File: src/rtl/morse_element_sequencer.sv
// Morse keyer: turns one captured character (dot/dash pattern) or a word space
// into a timed key waveform built from UNIT_CYCLES-long time units.
module morse_element_sequencer #(
  parameter int UNIT_CYCLES = 50000,
  parameter int MAX_LEN     = 6
) (
  input  logic               clk,
  input  logic               areset,
  input  logic               valid,
  input  logic [MAX_LEN-1:0] code,
  input  logic [2:0]         len,
  input  logic               abort,
  output logic               ready,
  output logic               key,
  output logic               done,
  output logic               busy
);

  localparam int             PW         = (UNIT_CYCLES > 1) ? $clog2(UNIT_CYCLES) : 1;
  localparam logic [PW-1:0]  PRESC_LAST = PW'(UNIT_CYCLES - 1);
  localparam logic [2:0]     LEN_MAX    = 3'(MAX_LEN);

  typedef enum logic [2:0] {IDLE, MARK, GAP, CHAR_GAP, WORD_GAP} state_t;

  state_t             state, state_nxt;
  logic [PW-1:0]      presc;
  logic [2:0]         unit_cnt;
  logic [2:0]         idx;
  logic [MAX_LEN-1:0] code_r;
  logic [2:0]         len_r;
  logic [7:0]         code_pad;
  logic [2:0]         dur;
  logic               accept;
  logic               unit_done;
  logic               done_nxt;

  function automatic logic [2:0] clamp_len(input logic [2:0] l);
    return (l > LEN_MAX) ? LEN_MAX : l;
  endfunction

  assign code_pad = 8'(code_r);
  assign ready    = (state == IDLE);
  assign busy     = ~ready;

  always_comb begin
    dur = 3'd1;
    case (state)
      MARK:     dur = code_pad[idx] ? 3'd3 : 3'd1;
      GAP:      dur = 3'd1;
      CHAR_GAP: dur = 3'd3;
      WORD_GAP: dur = 3'd7;
      default:  dur = 3'd1;
    endcase
  end

  assign unit_done = (presc == PRESC_LAST) && (unit_cnt == dur - 3'd1);

  always_comb begin
    state_nxt = state;
    accept    = 1'b0;
    done_nxt  = 1'b0;
    case (state)
      IDLE: begin
        // valid takes priority over abort here since abort only cancels work in progress
        if (valid) begin
          accept    = 1'b1;
          state_nxt = (clamp_len(len) == 3'd0) ? WORD_GAP : MARK;
        end
      end
      MARK: begin
        if (unit_done) state_nxt = (idx == len_r - 3'd1) ? CHAR_GAP : GAP;
      end
      GAP: begin
        if (unit_done) state_nxt = MARK;
      end
      CHAR_GAP, WORD_GAP: begin
        if (unit_done) begin
          state_nxt = IDLE;
          done_nxt  = 1'b1;
        end
      end
      default: state_nxt = IDLE;
    endcase
    if (abort && (state != IDLE)) begin
      state_nxt = IDLE;
      done_nxt  = 1'b0;
    end
  end

  always_ff @(posedge clk or posedge areset) begin
    if (areset) begin
      state <= IDLE;
      key   <= 1'b0;
      done  <= 1'b0;
    end else begin
      state <= state_nxt;
      key   <= (state_nxt == MARK);
      done  <= done_nxt;
    end
  end

  // Unit timing restarts from zero on every state entry
  always_ff @(posedge clk or posedge areset) begin
    if (areset) begin
      presc    <= '0;
      unit_cnt <= '0;
    end else if (state_nxt != state) begin
      presc    <= '0;
      unit_cnt <= '0;
    end else if (state != IDLE) begin
      if (presc == PRESC_LAST) begin
        presc    <= '0;
        unit_cnt <= unit_cnt + 3'd1;
      end else begin
        presc <= presc + 1'b1;
      end
    end
  end

  always_ff @(posedge clk or posedge areset) begin
    if (areset) begin
      idx    <= '0;
      code_r <= '0;
      len_r  <= '0;
    end else if (accept) begin
      idx    <= '0;
      code_r <= code;
      len_r  <= clamp_len(len);
    end else if ((state == GAP) && (state_nxt == MARK)) begin
      idx <= idx + 3'd1;
    end
  end

endmodule

File: config.mk
export PLATFORM = sky130hd
export DESIGN_NAME = morse_element_sequencer
export DESIGN_NICKNAME = d
export VERILOG_FILES = /design/src/rtl/morse_element_sequencer.sv
export SDC_FILE = /design/constraint.sdc
export NUM_CORES = 1
export LEC_CHECK = 0
export CORE_ASPECT_RATIO = 0.9
export CORE_UTILIZATION = 55
export CTS_CLUSTER_DIAMETER = 30
export CTS_CLUSTER_SIZE = 30
export DETAILED_ROUTE_END_ITERATION = 6
export PLACE_DENSITY = 0.76
export SYNTH_ARGS = -nofsm -noshare
export SYNTH_HDL_FRONTEND = slang
export SYNTH_SLANG_ARGS = --single-unit
export TNS_END_PERCENT = 30
File: constraint.sdc
create_clock -name clk -period 7.78 [get_ports clk]
set_clock_uncertainty 0.2 [all_clocks]
set_input_delay 1.556 -clock clk [delete_from_list [all_inputs] [get_ports clk]]
set_output_delay 1.556 -clock clk [all_outputs]
set_load 0.05 [all_outputs]
==> results_dict.tcl, run 1 <==
set metrics [dict create \
    min_to "code_r[1]" \
    synth_warnings 0 \
    grt_usage 0.241 \
    fin_util 0.667 \
    final_cell_area_um2 2320 \
    drc 0 \
    postCtsSetupRepairBufs 0 \
    ios 17 \
    synth_largest_area_cell "dfrtp_1" \
    die_width_um 66.4 \
    drv_slew 0 \
    synth_fp_nets 237 \
    ys_seq_elements 36 \
    drtIter0Drc 101 \
    fin_setup_tns_ps 0 \
    grt_pass1_vias 1529 \
    syn2layout_area_growth_pct 13.0 \
    io_buffers 16 \
    worst_pin_slew_ps 794 \
    clockBufferDepth 2 \
    worst_hold_slack_ps 272 \
    clkSinkCount 36 \
    vias 1647 \
    ant_nets 0 \
    hpwl_um 2940 \
    post_cts_resized 0 \
    vias_per_cell 5.88 \
    critPathCaptureType "output pin" \
    cellPowerDensity_nw_per_um2 201 \
    die_h_um 60.0 \
    syn_inst 220 \
    synth_top_area_share 0.438 \
    grt.overflow.total 0 \
    grt_max_degree 37 \
    fmax_mhz 244 \
    post-route-period-util 0.527 \
    cap_violations 0 \
    min_delay_path_depth 2 \
    p_leak_nw 0.983 \
    ctsHoldBuffers 0 \
    antenna_found_initial 0 \
    gp_congestion 0.839 \
    cts_tree "built" \
    reg2reg_setup_slack_ps 4580 \
    crit_chain "or3_1, inv_2, clkdlybuf4s50_1" \
    antenna_cells 0 \
    synth_ff_type "dfrtp_1" \
    synthArstFlopShare 1.00 \
    cp-start-kind "flip-flop" \
    crit_type "flip-flop to output pin" \
    clock_latency_ps 290 \
    synth.area.top_cells "dfrtp_1, nand2_1, xnor2_1" \
    start_util 0.591 \
    slew_headroom 0.457 \
    critical_path_arrival_ps 2340 \
    nNetsFinal 252 \
    core-area_um2 3480 \
    cts_htree_levels 2 \
    cp_slowest_cell "clkdlybuf4s50_1" \
    critPathMaxStageDelay_ps 830 \
    num_rows 20 \
    worstHoldStart "code_r[1]" \
    post_route_cells_drive_above_1_share 0.0763 \
    report.final.hold_viol_count 0 \
    reg2regPathDepth 6 \
    finalPower_mw 0.466 \
    reg2reg_to "presc[3]" \
    drt_wl_total_um 4180 \
    setup_viol 0 \
    clk_pin_slew_ps 70 \
    routedWlPerCell_um 14.9 \
    finalCriticalPeriod_ps 4100 \
    worstPathRequired_ps 6020 \
    peakVddDrop_mv 0.160 \
    die-area_um2 3980 \
    hold_class "flip-flop to flip-flop" \
    status "finished clean" \
    grt_pass1_wl_um 7130 \
    numCtsBuffers 5 \
    synth.distinct_cells 48 \
    seq_area_frac_synth 0.438 \
    synth_edf_count 0 \
    cts-root-buf "clkbuf_8" \
    netlist_area_um2 2050 \
    first_pass_iters 4 \
    rsz0062_at_grt "no" \
    cp_max_fo 15 \
    r2r_start "idx[2]" \
    synth.avg_cell_area_um2 9.34 \
    dpl_cell_area_um2 2230 \
]
-- worst max path at each step --
stage | from | endpoint | depth (start not counted) | slack (ps)
3_5_place_dp | len[1] | presc[3] | 6 | 4010
4_1_cts | state[2] | ready | 3 | 3690
5_1_grt | state[2] | ready | 3 | 3590
6_report | state[2] | ready | 3 | 3680
2_1_floorplan | state[1] | ready | 4 | 4480
3_3_place_gp | state[2] | ready | 3 | 4070
-- cell families (layout without fill, tap and decap cells) --
kind of cell	count (synthesis)	in the layout	synth area share
fa+ha+maj	4	4	0.0244
simple gates	114	114	0.287
xor+xnor	21	21	0.0895
mux	7	7	0.0378
compound gates	24	24	0.0914
flops	36	36	0.438
buf+inv	14	30	0.0317
-- Yosys cell counts, drive strengths merged, types with 2 or more instances --
master   n
o21ai    6
clkbuf   5
xor2    10
nor3b    2
nor2    19
nand4b   2
and2b    2
xnor2   11
a21oi    2
nor4     8
buf      4
nor4bb   3
mux2i    4
nor3    15
inv      5
dfrtp   36
ha       4
nand4    7
mux2     3
and2     2
nand2   35
a211oi   6
nor4b    2
nand3    9
-- layer usage --
layer / track usage / wire (um)
met5: 0 / 0
met4: 0.0608 / 21
met3: 0.0706 / 196
met2: 0.382 / 1880
met1: 0.325 / 2080
-- per-stage QoR --
stage          setup slack [ps]  instances
2_1_floorplan              4480        220
3_3_place_gp               4070        272
3_5_place_dp               4010        272
4_1_cts                    3690        280
5_1_grt                    3590        280
6_report                   3680        280
-- layout make-up --
cell class              instances  area, um2
fillers                       278       1160
multi-input cells             170       1090
flip-flops and latches         36        901
repair buffers                 17        168
clock buffers                   8       90.1
well taps                      44       55.1
inverters                       5       18.8
-- sequential cells by signal, summed over array words and instances (netlist names) --
name,count
state,3
code_r,6
len_r,3
presc,16
idx,3
key,1
done,1
unit_cnt,3
-- power breakdown --
| part | internal [mW] | total (mW) | switching [mW] | leakage, nW |
|---|---|---|---|---|
| clock | 0.0722 | 0.136 | 0.0642 | 0.0455 |
| combinational | 0.0449 | 0.108 | 0.0629 | 0.454 |
| sequential | 0.206 | 0.222 | 0.0165 | 0.483 |
| total | 0.323 | 0.466 | 0.144 | 0.983 |
-- worst max-delay path: cells and delay by family, from the launching register on --
kind | cells | cell delay, ps
flops | 1 | 530
simple gates | 1 | 520
buf+inv | 2 | 1010
-- placed cells by master, fill, tap and decap left out, types with 2 or more instances in the layout --
cell type        instances
a21oi_1                  2
nand2_1                 35
nor3b_1                  2
nor2_1                  19
dfrtp_1                 36
nor4_1                   8
ha_1                     4
xnor2_1                 11
mux2i_1                  4
nor3_1                  15
and2b_2                  2
nand4_1                  7
a211oi_1                 5
nand3_1                  9
nand4b_1                 2
clkdlybuf4s50_1         16
and2_1                   2
clkbuf_1                 2
xor2_1                  10
inv_1                    4
nor4b_1                  2
nor4bb_1                 3
mux2_2                   2
o21ai_0                  5
clkbuf_8                 6
No activity file was read; power rests on OpenSTA's default activity.
==> run 2: changes to the inputs <==
Settings changed: CORE_UTILIZATION 55 to 52.
Clock period 7.78 ns to 3.4 ns, I/O delays scaled along.
==> run 2 against run 1 <==
First-iteration DRC count is 48% higher. Setup slack got worse by 3500 ps. Cell count increased by 1.4%. Sequential share of layout area decreased by 0.29 points. Sequential power grew 130%. Design area rose by 0.75%. Utilization fell by 4.5 points. Non-clock buffer count grew 2. Total power rose by 130%. Routed wire length down 0.19%. Via count rose by 0.67%. Critical path type unchanged. Highest routed layer unchanged.
==> results_dict.tcl, run 2 (synthesized netlist as in run 1, its figures left out) <==
set metrics [dict create \
    finalCriticalPeriod_ps 3200 \
    slew_headroom 0.470 \
    routedWlPerCell_um 14.7 \
    grt.overflow.total 0 \
    cp_max_fo 15 \
    num_rows 21 \
    grt_pass1_wl_um 6990 \
    first_pass_iters 5 \
    critPathCaptureType "output pin" \
    cts_tree "built" \
    hold_class "flip-flop to flip-flop" \
    reg_top3 "presc: 16 flops, code_r: 6 flops" \
    top_register "presc" \
    largest_register_ffs 16 \
    postCtsSetupRepairBufs 0 \
    setup_viol 0 \
    die_width_um 68.3 \
    start_util 0.547 \
    clk_pin_slew_ps 70 \
    hpwl_um 2750 \
    drv_slew 0 \
    grt_pass1_vias 1499 \
    worst_pin_slew_ps 792 \
    nNetsFinal 254 \
    clkSinkCount 36 \
    rsz0062_at_grt "no" \
    drtIter0Drc 149 \
    antenna_cells 0 \
    grt_max_degree 37 \
    crit_start "state[2]" \
    numCtsBuffers 5 \
    drt_wl_total_um 4170 \
    cp-start-kind "flip-flop" \
    post_cts_resized 0 \
    critical_path_arrival_ps 2320 \
    fin_setup_tns_ps 0 \
    cts-root-buf "clkbuf_8" \
    status "finished clean" \
    antenna_found_initial 0 \
    final_common_cell "dfrtp_1" \
    crit_type "flip-flop to output pin" \
    cellPowerDensity_nw_per_um2 457 \
    ios 17 \
    vias_per_cell 5.84 \
    ant_nets 0 \
    core-area_um2 3760 \
    dpl_cell_area_um2 2250 \
    report.final.hold_viol_count 0 \
    worstHoldStart "code_r[5]" \
    fmax_mhz 313 \
    peakVddDrop_mv 0.261 \
    post-route-period-util 0.940 \
    clockBufferDepth 2 \
    io_buffers 16 \
    clock_latency_ps 290 \
    syn2layout_area_growth_pct 13.8 \
    worstPathRequired_ps 2520 \
    ctsHoldBuffers 0 \
    vias 1658 \
    fin_util 0.622 \
    final_cell_mix "dfrtp_1, nand2_1, nor2_1" \
    die-area_um2 4210 \
    gp_congestion 0.826 \
    p_leak_nw 0.993 \
    cts_htree_levels 2 \
    grt_usage 0.229 \
    die_h_um 61.6 \
    cap_violations 0 \
    post_route_cells_drive_above_1_share 0.0840 \
    drc 0 \
    final_cell_area_um2 2340 \
    r2r_start "idx[2]" \
]
run 2: cell count changes in the layout (fill, tap and decap cells not counted):
cell,before,now
buf_4,1,3
run 2: cell type report:
class,instances,area (um2)
clock buffer,8,90.1
fill,348,1420
inverter,5,18.8
multi-input combinational,170,1090
sequential,36,901
tap,46,57.6
timing repair buffer,19,183
run 2: path summary, 6_finish.rpt:
check                            end  slack (ps)  cells after the start
min in group asynchronous  presc[15]         610                      3
max reg2reg                 presc[0]         480                      7
max in group asynchronous   len_r[2]        2070                      3
min reg2reg                code_r[5]         270                      2
min                        code_r[5]         270                      2
max                            ready         200                      3
run 2: per-stage QoR:
stage	worst slack, ps	power, mW	cells	hold slack [ps]
global placement	563	0.759	276	257
detailed placement	524	0.763	276	259
CTS	183	1.08	284	277
floorplan	810	0.696	220	240
global route	107	1.14	284	311
finish	202	1.07	284	273
run 2: power by group:
part	leakage (nW)	switching (mW)	internal, mW
Clock	0.0455	0.147	0.165
Combinational	0.464	0.145	0.104
Sequential	0.483	0.0363	0.470
Total	0.993	0.328	0.740
run 2: worst max-delay path: stages (launching register included):
cell	delay, ps
dfrtp_1	530
or3_1	510
inv_2	170
clkdlybuf4s50_1	820
run 2: metal layers:
metal	global-route usage	routed length, um	vias to the layer above	part of all wire
li1	-	-	821	-
met1	0.329	2090	778	0.50
met2	0.329	1770	51	0.42
met3	0.0574	246	8	0.059
met4	0.0893	57	0	0.014
met5	0	0	-	0
==> run 3: changes to the inputs <==
Settings changed: SLEW_MARGIN set to 20.
==> results of run 3 <==
The final DEF is identical to that of run 2; final timing and power are the same.
